<file path="src/rtl/wave_recorder_if.sv">
// Control, sample-stream and main-memory write signals of the wave recorder.
// The recorder sits on the slave side; the UI/stream/memory side uses master.
interface wave_recorder_if #(
   parameter int SAMPLE_WIDTH = 16,
   parameter int WW_WIDTH     = 18,
   parameter int DECIM_WIDTH  = 4
);
   logic                    arm_in;
   logic                    abort_in;
   logic [WW_WIDTH-1:0]     wave_width_in;
   logic [DECIM_WIDTH-1:0]  decim_in;
   logic                    trig_en_in;
   logic [SAMPLE_WIDTH-1:0] threshold_in;
   logic [SAMPLE_WIDTH-1:0] sample_in;
   logic                    sample_valid_in;
   logic [WW_WIDTH-1:0]     mem_addr_out;
   logic [SAMPLE_WIDTH-1:0] mem_data_out;
   logic                    mem_we_out;
   logic                    busy_out;
   logic                    done_trig_out;
   logic [WW_WIDTH-1:0]     length_out;

   modport slave (
      input  arm_in, abort_in, wave_width_in, decim_in, trig_en_in,
             threshold_in, sample_in, sample_valid_in,
      output mem_addr_out, mem_data_out, mem_we_out, busy_out,
             done_trig_out, length_out
   );

   modport master (
      output arm_in, abort_in, wave_width_in, decim_in, trig_en_in,
             threshold_in, sample_in, sample_valid_in,
      input  mem_addr_out, mem_data_out, mem_we_out, busy_out,
             done_trig_out, length_out
   );
endinterface

</file>
<file path="src/rtl/wave_recorder.sv">
// Records a decimated, optionally threshold-triggered slice of a signed sample
// stream into main wave memory and pulses done so the wave loader refreshes.
module wave_recorder #(
   parameter int SAMPLE_WIDTH   = 16,
   parameter int WW_WIDTH       = 18,
   parameter int MMEM_MAX_DEPTH = 200000,
   parameter int DECIM_WIDTH    = 4
) (
   input  logic           clk_in,
   input  logic           rst_n_in,
   wave_recorder_if.slave bus
);

   typedef enum logic [1:0] {S_IDLE, S_ARMED, S_RECORD, S_DONE} state_t;

   localparam logic [WW_WIDTH-1:0] MAX_LEN = WW_WIDTH'(MMEM_MAX_DEPTH);

   state_t                  state_q, state_d;
   logic [WW_WIDTH-1:0]     target_q, target_d;
   logic [WW_WIDTH-1:0]     addr_q, addr_d;
   logic [DECIM_WIDTH-1:0]  decim_q, decim_d;
   logic [DECIM_WIDTH-1:0]  dcnt_q, dcnt_d;
   logic [SAMPLE_WIDTH-1:0] prev_q, prev_d;
   logic                    prev_valid_q, prev_valid_d;
   logic                    mem_we_q, mem_we_d;
   logic [WW_WIDTH-1:0]     mem_addr_q, mem_addr_d;
   logic [SAMPLE_WIDTH-1:0] mem_data_q, mem_data_d;
   logic                    done_q, done_d;
   logic [WW_WIDTH-1:0]     length_q, length_d;

   logic [WW_WIDTH-1:0]     clamped_len;
   logic                    last_addr;
   logic                    trig_hit;

   always_comb begin
      clamped_len = (bus.wave_width_in > MAX_LEN) ? MAX_LEN : bus.wave_width_in;
      last_addr   = (addr_q == target_q - WW_WIDTH'(1));
      trig_hit    = prev_valid_q &&
                    ($signed(prev_q) < $signed(bus.threshold_in)) &&
                    ($signed(bus.sample_in) >= $signed(bus.threshold_in));
   end

   always_comb begin
      state_d      = state_q;
      target_d     = target_q;
      addr_d       = addr_q;
      decim_d      = decim_q;
      dcnt_d       = dcnt_q;
      prev_d       = prev_q;
      prev_valid_d = prev_valid_q;
      mem_we_d     = 1'b0;
      mem_addr_d   = mem_addr_q;
      mem_data_d   = mem_data_q;
      done_d       = 1'b0;
      length_d     = length_q;

      case (state_q)
         S_IDLE: begin
            if (bus.arm_in && !bus.abort_in) begin
               target_d     = clamped_len;
               decim_d      = bus.decim_in;
               addr_d       = '0;
               dcnt_d       = '0;
               prev_valid_d = 1'b0;
               if (clamped_len == '0)
                  state_d = S_DONE;
               else if (bus.trig_en_in)
                  state_d = S_ARMED;
               else
                  state_d = S_RECORD;
            end
         end

         S_ARMED: begin
            if (bus.abort_in) begin
               state_d = S_IDLE;
            end else if (bus.sample_valid_in) begin
               prev_d       = bus.sample_in;
               prev_valid_d = 1'b1;
               if (trig_hit) begin
                  mem_we_d   = 1'b1;
                  mem_addr_d = addr_q;
                  mem_data_d = bus.sample_in;
                  addr_d     = addr_q + WW_WIDTH'(1);
                  // The triggering sample occupies decimation slot 0.
                  dcnt_d     = (decim_q == '0) ? '0 : DECIM_WIDTH'(1);
                  state_d    = last_addr ? S_DONE : S_RECORD;
               end
            end
         end

         S_RECORD: begin
            if (bus.abort_in) begin
               state_d = S_IDLE;
            end else if (bus.sample_valid_in) begin
               dcnt_d = (dcnt_q == decim_q) ? '0 : dcnt_q + DECIM_WIDTH'(1);
               if (dcnt_q == '0) begin
                  mem_we_d   = 1'b1;
                  mem_addr_d = addr_q;
                  mem_data_d = bus.sample_in;
                  addr_d     = addr_q + WW_WIDTH'(1);
                  if (last_addr)
                     state_d = S_DONE;
               end
            end
         end

         S_DONE: begin
            done_d   = 1'b1;
            length_d = target_q;
            state_d  = S_IDLE;
         end

         default: state_d = S_IDLE;
      endcase
   end

   always_ff @(posedge clk_in or negedge rst_n_in) begin
      if (!rst_n_in) begin
         state_q      <= S_IDLE;
         target_q     <= '0;
         addr_q       <= '0;
         decim_q      <= '0;
         dcnt_q       <= '0;
         prev_q       <= '0;
         prev_valid_q <= 1'b0;
         mem_we_q     <= 1'b0;
         mem_addr_q   <= '0;
         mem_data_q   <= '0;
         done_q       <= 1'b0;
         length_q     <= '0;
      end else begin
         state_q      <= state_d;
         target_q     <= target_d;
         addr_q       <= addr_d;
         decim_q      <= decim_d;
         dcnt_q       <= dcnt_d;
         prev_q       <= prev_d;
         prev_valid_q <= prev_valid_d;
         mem_we_q     <= mem_we_d;
         mem_addr_q   <= mem_addr_d;
         mem_data_q   <= mem_data_d;
         done_q       <= done_d;
         length_q     <= length_d;
      end
   end

   assign bus.mem_we_out    = mem_we_q;
   assign bus.mem_addr_out  = mem_addr_q;
   assign bus.mem_data_out  = mem_data_q;
   assign bus.done_trig_out = done_q;
   assign bus.length_out    = length_q;
   assign bus.busy_out      = (state_q == S_ARMED) || (state_q == S_RECORD);

endmodule

</file>
<file path="src/flat_wrapper.sv">
// flat-port wrapper written by rule: the top's interface ports become plain ports
module wave_recorder_flat 
#(
   parameter int SAMPLE_WIDTH   = 16,
   parameter int WW_WIDTH       = 18,
   parameter int MMEM_MAX_DEPTH = 200000,
   parameter int DECIM_WIDTH    = 4
)
  (clk_in, rst_n_in, bus_arm_in, bus_abort_in, bus_wave_width_in, bus_decim_in, bus_trig_en_in, bus_threshold_in, bus_sample_in, bus_sample_valid_in, bus_mem_addr_out, bus_mem_data_out, bus_mem_we_out, bus_busy_out, bus_done_trig_out, bus_length_out);
  wave_recorder_if #(.SAMPLE_WIDTH(SAMPLE_WIDTH), .WW_WIDTH(WW_WIDTH), .DECIM_WIDTH(DECIM_WIDTH)) bus_i ();
  input  logic clk_in;
  input  logic rst_n_in;
  input wire logic [$bits(bus_i.arm_in)-1:0] bus_arm_in;
  input wire logic [$bits(bus_i.abort_in)-1:0] bus_abort_in;
  input wire logic [$bits(bus_i.wave_width_in)-1:0] bus_wave_width_in;
  input wire logic [$bits(bus_i.decim_in)-1:0] bus_decim_in;
  input wire logic [$bits(bus_i.trig_en_in)-1:0] bus_trig_en_in;
  input wire logic [$bits(bus_i.threshold_in)-1:0] bus_threshold_in;
  input wire logic [$bits(bus_i.sample_in)-1:0] bus_sample_in;
  input wire logic [$bits(bus_i.sample_valid_in)-1:0] bus_sample_valid_in;
  output wire logic [$bits(bus_i.mem_addr_out)-1:0] bus_mem_addr_out;
  output wire logic [$bits(bus_i.mem_data_out)-1:0] bus_mem_data_out;
  output wire logic [$bits(bus_i.mem_we_out)-1:0] bus_mem_we_out;
  output wire logic [$bits(bus_i.busy_out)-1:0] bus_busy_out;
  output wire logic [$bits(bus_i.done_trig_out)-1:0] bus_done_trig_out;
  output wire logic [$bits(bus_i.length_out)-1:0] bus_length_out;
  assign bus_i.arm_in = bus_arm_in;
  assign bus_i.abort_in = bus_abort_in;
  assign bus_i.wave_width_in = bus_wave_width_in;
  assign bus_i.decim_in = bus_decim_in;
  assign bus_i.trig_en_in = bus_trig_en_in;
  assign bus_i.threshold_in = bus_threshold_in;
  assign bus_i.sample_in = bus_sample_in;
  assign bus_i.sample_valid_in = bus_sample_valid_in;
  assign bus_mem_addr_out = bus_i.mem_addr_out;
  assign bus_mem_data_out = bus_i.mem_data_out;
  assign bus_mem_we_out = bus_i.mem_we_out;
  assign bus_busy_out = bus_i.busy_out;
  assign bus_done_trig_out = bus_i.done_trig_out;
  assign bus_length_out = bus_i.length_out;
  wave_recorder #(.SAMPLE_WIDTH(SAMPLE_WIDTH), .WW_WIDTH(WW_WIDTH), .MMEM_MAX_DEPTH(MMEM_MAX_DEPTH), .DECIM_WIDTH(DECIM_WIDTH)) u_core (.clk_in(clk_in), .rst_n_in(rst_n_in), .bus(bus_i));
endmodule
</file>
<file path="config.mk">
export PLATFORM = sky130hd
export DESIGN_NAME = wave_recorder_flat
export DESIGN_NICKNAME = d
export VERILOG_FILES = /design/src/rtl/wave_recorder_if.sv /design/src/rtl/wave_recorder.sv /design/src/flat_wrapper.sv
export SDC_FILE = /design/constraint.sdc
export NUM_CORES = 1
export LEC_CHECK = 0
export BUFFER_PORTS_ARGS = -buffer_cell sky130_fd_sc_hd__buf_4
export CORE_UTILIZATION = 57
export CTS_CLUSTER_DIAMETER = 50
export DETAILED_ROUTE_END_ITERATION = 12
export GPL_ROUTABILITY_DRIVEN = 0
export PLACE_DENSITY = 0.81
export SLEW_MARGIN = 15
export SYNTH_ARGS = -nofsm -noshare
export SYNTH_HDL_FRONTEND = slang
export SYNTH_SLANG_ARGS = --single-unit
</file>
<file path="constraint.sdc">
create_clock -name clk_in -period 3.35 [get_ports clk_in]
set_input_delay 0.335 -clock clk_in [delete_from_list [all_inputs] [get_ports clk_in]]
set_output_delay 0.335 -clock clk_in [all_outputs]
set_load 0.1 [all_outputs]
</file>
== Yosys cells after proc, flatten, opt, wreduce, memory -nomap -nowiden ==
Index checks and enable logic that the tools add are counted.
Word-level totals
  register bits: 117
  bits of input ports: 60
  output and inout port bits: 55
  word-level logic and storage cells: 111
Cells by class
  add/sub/neg operators: 3
  magnitude comparators: 3
  equality and inequality tests: 17
  multiplexer cells: 56
  bitwise logic cells: 1
  reductions and logical operators: 19
Operator list (count)
  18-bit two-way mux: 14
  16-bit two-way mux: 6
  18-bit case mux with 3 select lines: 1
  18-bit case mux with 2 select lines: 1
  16-bit case mux with 2 select lines: 1
  4-bit two-way mux: 7
  2-bit two-way mux: 10
  18-bit by 1-bit adder with 18-bit output (second input constant): 1
  18-bit == test: 1
  18-bit > comparator (second input constant): 1
  18-bit zero test: 1
  18-bit by 1-bit subtractor with 18-bit output (second input constant): 1
  16-bit greater-or-equal comparator: 1
  16-bit < comparator: 1
  7-bit AND reduction: 2
  1-bit two-way mux: 12
  4-bit case mux with 3 select lines: 1
  3-bit by 2-bit != test with 1-bit output (second input constant): 3
  4-bit zero test: 2
  2-bit != test (second input constant): 4
  2-bit case mux with 4 select lines: 1
  8-bit AND reduction: 1
  2-bit by 1-bit != test with 1-bit output (second input constant): 3
  3-bit != test (second input constant): 2
  16 further kinds: 21

== Logic depth before layout (Yosys ltp) ==
Gate-level depths: netlist of the first run.
  depth in word-level cells: 7
  gate-level depth with buffers: 12
  depth with buffers taken out: 10

== Least setup slack after synthesis of the first run ==
Ideal clock, no wire load.
  path type: flip-flop to flip-flop
  start: reg u_core.target_q[4]
  end: reg u_core.state_q[0]
  library setup time: 0.125 ns
  arrival: 2.681 ns
  required time: 3.225 ns
  path slack: 0.543 ns
  cell stages (with the launch flop): 11
  buffers on the path: 2
  period minus slack after synthesis: 2.807 ns
  cell sequence: dfrtp_1 > buf_6 > or4_4 > or4_4 > buf_6 > nor3b_2 > xnor2_1 > and4b_1 > o2111ai_2 > o21ai_2 > mux2_4
Between the ends
  cells in the longest elaborated chain, start to end: 7
  elaborated cells on any way between the ends: 9
  those cells by class: 1 x add/sub; 2 x eq/ne; 5 x mux; 1 x reduce/logical
RTL lines
  start, declared: RTL line wave_recorder.sv:19  | logic [WW_WIDTH-1:0] target_q, target_d;
  start signal, assigned: RTL line wave_recorder.sv:134  | target_q <= target_d;
  18-bit by 1-bit subtractor with 18-bit output (*): RTL line wave_recorder.sv:37  | last_addr = (addr_q == target_q - WW_WIDTH'(1));
  18-bit == test (*): RTL line wave_recorder.sv:37
  1-bit two-way mux: RTL line wave_recorder.sv:87  | state_d = last_addr ? S_DONE : S_RECORD;
  2-bit two-way mux: RTL line wave_recorder.sv:80  | if (trig_hit) begin
  2-bit two-way mux: RTL line wave_recorder.sv:77  | end else if (bus.sample_valid_in) begin
  2-bit two-way mux: RTL line wave_recorder.sv:75  | if (bus.abort_in) begin
  2-bit case mux with 4 select lines: RTL line wave_recorder.sv:57  | case (state_q)
  end signal, assigned: RTL line wave_recorder.sv:133  | state_q <= state_d;
  end, declared: RTL line wave_recorder.sv:18  | state_t state_q, state_d;
Every way passes the cells marked *; elsewhere a longest branch is shown, timed or not. The select of a mux whose other input is x is not followed.
A chain may end at the register's enable or synchronous reset.

== Worst setup path after layout of the first run ==
  start: reg u_core.target_q[3]
  end: reg u_core.state_q[0]
The elaborated chain is that of the path after synthesis.

==> summary.txt, run 1 <==
Status: finished clean
Min Tclk post-route: 3020 ps
Fin. max-slew vios: 0
Cell chain of the critical path: or4_4 > or4_4 > nor3b_2 > xnor2_1 > and4b_1 > o2111ai_2 > o21ai_2 > mux2_4
Adder-cell share of the synthesized area: 7.37%
Layout Cells excl Fill: 915
Worst setup path end: u_core.state_q[0]$_DFFE_PN0P_
Period utilization: 90.2%
Count leader, synth: dfrtp_1
DP Area: 7640 um^2
Slew headroom: 48.4%
Final setup vio count: 0
Post-CTS Setup Inserts: 0
Worst path most repeated cell: or4_4
Mux cell area share after synthesis: 11.6%
Final ANT Viol Nets: 0
Initial antenna violation count: 0
Fin util: 72.7%
Register share of total power: 27.9%
Top-Level Pins: 115
Largest net degree at the start of global routing: 48
Worst setup EP type: flip-flop
Setup TNS: 0 ps
CTS root buf: clkbuf_16
Hold/Removal Path Class: in2reg
Share of the synthesized area in the top cell type: 44.2%
FF+latch count, synth: 117
DRC Markers: 0
Synthesis Warnings: 0
Max VDD drop: 0.00125 V
Clock power share: 21.5%
HPWL Detailed: 11.7 mm
Commonest cells in the netlist: dfrtp_1 (117), nand2_1 (59), ha_1 (39)
Simple-gate area share of the yosys netlist: 16.8%
Crit path required time: 3640 ps
Die area: 12100 um^2
Hold Fails Final Rpt: 0
Vias: 5433
Clock Path Buffers: 2
# H-tree levels: 4
CTS clk-pin slew, worst paths: 50 ps
Post-synth EDFFs: 0
Cells after Synth: 645
Clock sink total: 117
Worst-path fanout max: 11
DIE HEIGHT: 110 um
Post-Layout Inst Area: 8260 um^2
Worst setup path category: reg2reg
Worst path max stage delay: 610 ps
WL/cell: 17.7 um
Dominant register cell in the synthesized netlist: dfrtp_1
Main combinational cell family by area after synthesis: simple AND/OR/NAND/NOR gates
Initial Util: 58.3%
Logic pwr share: 50.6%
DRT iter0 DRCs: 300
Total global routing overflow: 0
Avg Inst Size Synth: 10.3 um^2
Initial DRT Pass Iterations: 5
Crit Reg-Reg Startpoint: u_core.target_q[3]$_DFFE_PN0P_
Worst R2R Path Depth: 8
Final Skew: 8.11 ps
Leak: 3.91 nW
Least-Margin Pin Slew: 772 ps
Int Pwr: 0.00456 W
Overall routing resource usage: 28.4%
Unique masters post-synth: 69
F_max: 0.331 GHz
Layout cells sized above 1: 26.9%
Max Cap Violations: 0
# port buffers: 114
Sw Ratio: 48.1%
Crit start category: flip-flop
XOR/XNOR Fraction of Synth Area: 3.04%
CP startpoint: u_core.target_q[3]$_DFFE_PN0P_
Synth Area in Compound Gates: 13.1%
Nets: 860
Post-synthesis instance area: 6630 um^2
Core ar.: 11400 um^2
Async S/R FF share, synth: 100%
Worst path depth: 8
PwrDens: 1060 nW/um^2
Synthesis-to-finish area growth: 24.7%
Total chip power: 0.00878 W
Routed WL: 16.2 mm
Critical Path AT: 3310 ps
NetSw: 0.00423 W
Dpl cells: 884
Antenna cells: 0
CTS Buf Count: 17
DIE WIDTH: 110 um
CTS tree: yes
WP buf/inv: 0
Crit path max-delay cell type: or4_4
Rows: 39
Synth top area cells: dfrtp_1 (44%), ha_1 (7.4%), mux2_2 (5.6%)
Post-synth top area cell: dfrtp_1
Sequential area share after synthesis: 44.2%
Post-Syn Nets: 744
FF-to-FF End: u_core.state_q[0]$_DFFE_PN0P_
Wire length of the first global-routing pass: 26.0 mm
R2r setup slk: 330 ps
Number of global-route vias before repair: 5267
Clock Latency Late Sink: 410 ps
RSZ-0062 raised after global routing: no
Vias per cell: 5.94
Top cell family by delay on the critical path: simple AND/OR/NAND/NOR gates
[registers in the layout, summed over array words and instances, names as in the netlist]
name and flops:
u_core.bus.mem_data_out 16, u_core.prev_q 16, u_core.bus.mem_we_out 1, u_core.addr_q 18, u_core.dcnt_q 4, u_core.decim_q 4
u_core.state_q 2, u_core.bus.mem_addr_out 18, u_core.bus.length_out 18, u_core.prev_valid_q 1, u_core.bus.done_trig_out 1, u_core.target_q 18
[power groups by stage]
stage          combinational (W)  clock [W]  sequential (W)
4_1_cts                  0.00445    0.00190         0.00243
3_5_place_dp             0.00442          0         0.00245
5_1_grt                  0.00474    0.00197         0.00251
3_3_place_gp             0.00431          0         0.00241
2_1_floorplan            0.00190          0         0.00392
6_report                 0.00445    0.00189         0.00245
[metrics by stage]
stage	hold WS, ps	setup slack, ps
after floorplan	39.4	543
after global placement	376	464
after detailed placement	393	374
after CTS	112	362
after global routing	118	119
final	121	327
[logic make-up after synthesis]
family	Yosys count
DFF	117
xor gates and xnor gates	23
AOI/OAI and AO/OA	127
muxes	68
adders and majority gates	39
and+or+nand+nor	207
buffers and inverters	64
[placed cells by master, fill, tap and decap left out, types with 3 or more instances in the layout]
cell / count
nand2b_1: 14
a21oi_1: 23
nand4_1: 8
or4_1: 3
inv_1: 35
or3_1: 7
o21ai_0: 20
buf_4: 123
nor2_1: 36
o21ai_1: 24
or2_2: 6
o211ai_1: 4
xor2_1: 13
and4_1: 4
nor3_1: 3
mux2_2: 33
xnor2_1: 10
clkinv_2: 6
and3_1: 6
nor4_1: 9
nor2b_1: 9
a21o_1: 5
nand2_1: 59
mux2_1: 32
nand3b_1: 4
nand3_1: 19
dfrtp_1: 117
clkbuf_16: 17
bufinv_16: 4
a211oi_1: 5
a22o_1: 19
ha_1: 39
[metal layers]
metal	track usage, %	vias up	part of all wire [%]
li1	-	2553	-
met1	38.2	2651	44
met2	45.9	215	49
met3	5.69	14	6.6
met4	8.95	0	0.98
met5	0	-	0
[worst min-delay path by stage]
stage                                from  depth (start not counted)                                      end
after floorplan                  rst_n_in                          0             u_core.addr_q[0]$_DFFE_PN0P_
after global placement           rst_n_in                          1  u_core.bus.mem_addr_out[13]$_DFFE_PN0P_
after detailed placement         rst_n_in                          1  u_core.bus.mem_addr_out[13]$_DFFE_PN0P_
after CTS                 bus_decim_in[0]                          3            u_core.decim_q[0]$_DFFE_PN0P_
after global routing      bus_decim_in[2]                          3            u_core.decim_q[2]$_DFFE_PN0P_
final                     bus_decim_in[2]                          3            u_core.decim_q[2]$_DFFE_PN0P_
[timing repair]
item,CTS,global route
endpoints found under the hold margin,45,0
gates resized for setup,0,0
hold buffers,1,0
endpoints found under the setup margin,0,0
[area by class of cell]
cell class                      count  area, um^2
Clock buffer                       19         453
Clock inverter                     11         158
Fill cell                         799        3110
Inverter                           35         131
Multi-Input combinational cell    464        3440
Sequential cell                   117        2930
Tap cell                          143         179
Timing Repair Buffer              126         973
[worst min-delay path, stage by stage]
cell,delay [ps]
buf_4,70
nand2_1,40
nand2_1,40
(Power assumes the default switching activity.)
==> run 2, diff against run 1 <==
CELL_PAD_IN_SITES_DETAIL_PLACEMENT = 1   (was not set)
CELL_PAD_IN_SITES_GLOBAL_PLACEMENT = 1   (was not set)
CORE_UTILIZATION = 44   (was 57)
PLACE_DENSITY = not set   (was 0.81)
PLACE_DENSITY_LB_ADDON = 0.1   (was not set)
SLEW_MARGIN = not set   (was 15)
==> run 2 against run 1 <==
Effect of this change: non-clock buffer count increased by 2; sequential share of layout area about the same; global-route usage decreased by 3.0 points; critical path depth increased by 2; clock skew decreased by 1.9 ps; via count increased by 0.96%; combinational power increased by 2%.
==> summary.txt, run 2 (synthesis gave the netlist of run 1 again) <==
Status: finished clean
Rows: 44
Die area: 15600 um^2
Total global routing overflow: 0
Nets: 862
Synthesis-to-finish area growth: 24.6%
Most frequent cells in the layout: buf_4 (127), dfrtp_1 (117), nand2_1 (59)
DRT iter0 DRCs: 253
Final Skew: 6.18 ps
WL/cell: 19.3 um
# H-tree levels: 4
Clock Path Buffers: 2
Vias per cell: 5.71
CTS root buf: clkbuf_16
Overall routing resource usage: 25.3%
Number of global-route vias before repair: 5937
CTS tree: yes
DP Area: 7700 um^2
Critical Path AT: 3390 ps
Crit path required time: 3650 ps
Total chip power: 0.00871 W
Crit path max-delay cell type: dfrtp_1
Clock sink total: 117
Routed WL: 18.5 mm
Crit start category: flip-flop
Least-Margin Pin Slew: 817 ps
Initial antenna violation count: 0
Final setup vio count: 0
DIE WIDTH: 125 um
Hold/Removal Path Class: in2async
Post-CTS Setup Inserts: 0
DIE HEIGHT: 125 um
Initial Util: 45.4%
Largest net degree at the start of global routing: 60
Max VDD drop: 0.000863 V
Max Cap Violations: 0
Slew headroom: 45.4%
Fillers: 1617
Core ar.: 14600 um^2
DRC Markers: 0
Wire length of the first global-routing pass: 30.8 mm
Top-Level Pins: 115
Min Tclk post-route: 3090 ps
Hold_buf cts: 0
PwrDens: 1060 nW/um^2
HPWL Detailed: 13.6 mm
Hold WS: 0.369 ps
# port buffers: 114
Layout cells sized above 1: 27.2%
Leak: 3.89 nW
Worst setup path category: reg2reg
Dpl cells: 928
Final ANT Viol Nets: 0
CTS Buf Count: 17
Cell chain of the critical path: inv_1 > ha_1 > nor4b_1 > nand2_1 > mux2i_1 > nor4_1 > and4b_1 > o2111ai_2 > o21ai_2 > mux2_4
Commonest non-fill, non-tap cell in the layout: buf_4
Worst setup EP type: flip-flop
F_max: 0.324 GHz
Post-cts resize count: 0
Layout Cells excl Fill: 960
Setup TNS: 0 ps
Worst-path fanout max: 7
Hold Fails Final Rpt: 0
CTS clk-pin slew, worst paths: 60 ps
Clock Latency Late Sink: 420 ps
Fin. max-slew vios: 0
Initial DRT Pass Iterations: 6
Worst path max stage delay: 460 ps
Vias: 5485
Post-Layout Inst Area: 8260 um^2
Antenna cells: 0
Period utilization: 92.2%
RSZ-0062 raised after global routing: no
[run 2: path summary, 6_finish.rpt]
path | startpoint | endpoint | slack [ps] | cells past startpoint
max reg2reg | u_core.target_q[0]$_DFFE_PN0P_ | u_core.state_q[0]$_DFFE_PN0P_ | 260 | 10
min | rst_n_in | u_core.prev_q[7]$_DFFE_PN0P_ | 0.4 | 1
min reg2reg | u_core.bus.mem_data_out[13]$_DFFE_PN0P_ | u_core.bus.mem_data_out[13]$_DFFE_PN0P_ | 490 | 1
min in group clk_in | bus_decim_in[3] | u_core.decim_q[3]$_DFFE_PN0P_ | 100 | 3
max | u_core.target_q[0]$_DFFE_PN0P_ | u_core.state_q[0]$_DFFE_PN0P_ | 260 | 10
max in group asynchronous | rst_n_in | u_core.bus.length_out[6]$_DFFE_PN0P_ | 2520 | 2
[run 2: critical path: cells and delay by family (launching register included)]
| family | cells | cell delay (ps) |
|---|---|---|
| adders and majority gates | 1 | 280 |
| muxes | 2 | 470 |
| and+or+nand+nor | 4 | 1230 |
| AOI/OAI and AO/OA | 2 | 400 |
| DFF | 1 | 460 |
| buffers and inverters | 1 | 130 |
[run 2: area by class of cell]
class	instances	area [um^2]	share of cell area [%]
Tap cell	184	230	2.79
Clock buffer	22	474	5.74
Sequential cell	117	2930	35.5
Inverter	35	131	1.59
Multi-Input combinational cell	464	3440	41.6
Timing Repair Buffer	128	973	11.8
Clock inverter	10	80.1	0.970
[run 2: power by group]
group	internal [W]	switching [W]
Combinational	0.00138	0.00317
Clock	0.00107	0.000642
Sequential	0.00193	0.000528
[run 2: per-layer routing]
layer,global-route usage [%],vias up,part of all wire (%)
met5,0,-,0
met4,8.79,0,1.8
met3,4.85,26,4.3
met2,42.7,138,49
met1,32.3,2764,44
li1,-,2557,-
[run 2: stage by stage]
stage,util [%],setup WS [ps]
finish,56.6,262
floorplan,-,543
global route,56.6,158
CTS,56.6,324
global placement,52.8,369
detailed placement,52.8,327
==> run 3, diff against run 2 <==
CELL_PAD_IN_SITES_GLOBAL_PLACEMENT = 2   (was 1)
CORE_UTILIZATION = 36   (was 44)
REMOVE_ABC_BUFFERS = 1   (was not set)
==> run 3 against run 2 <==
Effect of this change: flip-flop and latch count is the same; largest power group unchanged; final cell count increased by 4.9%; register-to-register slack better by 90 ps; utilization down 10 points; die area rose by 22%; global-route usage shrank 5.2 points; highest routed layer unchanged.
==> summary.txt, run 3 (synthesis gave the netlist of run 1 again) <==
Status: finished clean
Min Tclk post-route: 2990 ps
Fin. max-slew vios: 0
Crit Reg-Reg Startpoint: u_core.target_q[3]$_DFFE_PN0P_
Commonest non-fill, non-tap cell in the layout: buf_4
Clock sink total: 117
Vias: 5286
Worst R2R Path Depth: 8
Clock Path Buffers: 2
Largest net degree at the start of global routing: 47
Final Skew: 6.02 ps
Critical Path AT: 3290 ps
Final setup vio count: 0
# port buffers: 114
Rows: 49
PwrDens: 1060 nW/um^2
Vias per cell: 5.25
Hold/Removal Path Class: in2reg
Hold Fails Final Rpt: 0
FF-to-FF End: u_core.state_q[0]$_DFFE_PN0P_
Synthesis-to-finish area growth: 26.7%
RSZ-0062 raised after global routing: no
Met2 GRT Util: 31.3%
Period utilization: 89.4%
Setup TNS: 0 ps
DIE WIDTH: 138 um
R2r setup slk: 360 ps
Wire length of the first global-routing pass: 28.9 mm
Layout cells sized above 1: 27.1%
HPWL Detailed: 13.6 mm
F_max: 0.334 GHz
Nets: 864
Met3 Usage GRT: 3.83%
DIE HEIGHT: 138 um
CTS Buf Count: 17
Total global routing overflow: 0
Fillers: 2015
Max Cap Violations: 0
Leak: 3.92 nW
Worst-path fanout max: 11
Clock Latency Late Sink: 410 ps
Antenna cells: 0
Worst setup path category: reg2reg
Top-Level Pins: 115
Max VDD drop: 0.000889 V
Overall routing resource usage: 20.1%
CTS root buf: clkbuf_16
# H-tree levels: 4
Total chip power: 0.00887 W
DRT iter0 DRCs: 198
Core ar.: 18000 um^2
Die area: 18900 um^2
Most frequent cells in the layout: buf_4 (128), dfrtp_1 (117), nand2_1 (59)
Initial Util: 36.8%
Worst setup EP type: flip-flop
Slew headroom: 47.0%
M1 GR Usage: 27.8%
WL/cell: 17.8 um
Initial antenna violation count: 0
DRC Markers: 0
Worst setup path end: u_core.state_q[0]$_DFFE_PN0P_
CTS tree: yes
Initial DRT Pass Iterations: 4
Number of global-route vias before repair: 5463
Post-cts resize count: 0
Gr busiest metal: met2
CTS clk-pin slew, worst paths: 50 ps
Hold depth: 3
Least-Margin Pin Slew: 793 ps
Crit path required time: 3650 ps
Post-CTS Setup Inserts: 0
CP startpoint: u_core.target_q[3]$_DFFE_PN0P_
Crit start category: flip-flop
Routed WL: 17.9 mm
Final ANT Viol Nets: 0
## run 3: cell count changes in the layout (fill, tap and decap cells not counted)
cell	previous run	this run
buf_4	127	128
bufinv_16	1	4
clkbuf_1	2	3
clkbuf_8	3	2
clkinv_2	7	5
clkinvlp_4	2	1
dlygate4sd3_1	0	1
## run 3: cell type report
class                           count  area, um^2  area share (%)
Clock buffer                       22         464            5.53
Clock inverter                     10         153            1.82
Inverter                           35         131            1.57
Multi-Input combinational cell    464        3440            41.0
Sequential cell                   117        2930            34.9
Tap cell                          229         287            3.41
Timing Repair Buffer              130         991            11.8
## run 3: per-layer routing
| layer | wire (um) | up-vias |
|---|---|---|
| met3 | 625 | 13 |
| li1 | - | 2559 |
| met4 | 210 | 0 |
| met5 | 0 | - |
| met1 | 8720 | 2613 |
| met2 | 8320 | 101 |
## run 3: worst min path at each step
stage | from | endpoint | slack [ps]
finish | bus_decim_in[3] | u_core.decim_q[3]$_DFFE_PN0P_ | 110
global route | bus_decim_in[1] | u_core.decim_q[1]$_DFFE_PN0P_ | 110
CTS | bus_decim_in[3] | u_core.decim_q[3]$_DFFE_PN0P_ | 100
detailed placement | rst_n_in | u_core.bus.mem_data_out[9]$_DFFE_PN0P_ | 410
global placement | rst_n_in | u_core.bus.mem_data_out[9]$_DFFE_PN0P_ | 400
floorplan | rst_n_in | u_core.addr_q[0]$_DFFE_PN0P_ | 40
## run 3: repair_timing
action                                  4_1_cts  5_1_grt
endpoints found under the setup margin        0        0
hold endpoints to repair                     44        0
hold buffers                                  1        0
## run 3: worst max-delay path: stages, from the launching register on
cell and delay [ps]:
dfrtp_1 500, or4_4 610, or4_4 510, nor3b_2 200, xnor2_1 130, and4b_1 220, o2111ai_2 170, o21ai_2 230
mux2_4 310
## run 3: stage by stage
step | std cells | hold slack [ps] | worst slack (ps) | util [%] | instance area (um^2)
floorplan | 616 | 39.4 | 451 | - | 6500
global placement | 974 | 400 | 418 | 43.1 | 7760
detailed placement | 974 | 409 | 340 | 43.1 | 7760
CTS | 1007 | 98.2 | 334 | 46.6 | 8390
global route | 1007 | 113 | 171 | 46.6 | 8390
finish | 1007 | 111 | 356 | 46.6 | 8390
## run 3: report_power, final
group	total, W	switching [W]	internal (W)
sequential	0.00244	0.000516	0.00193
clock	0.00191	0.000632	0.00128
combinational	0.00452	0.00313	0.00139
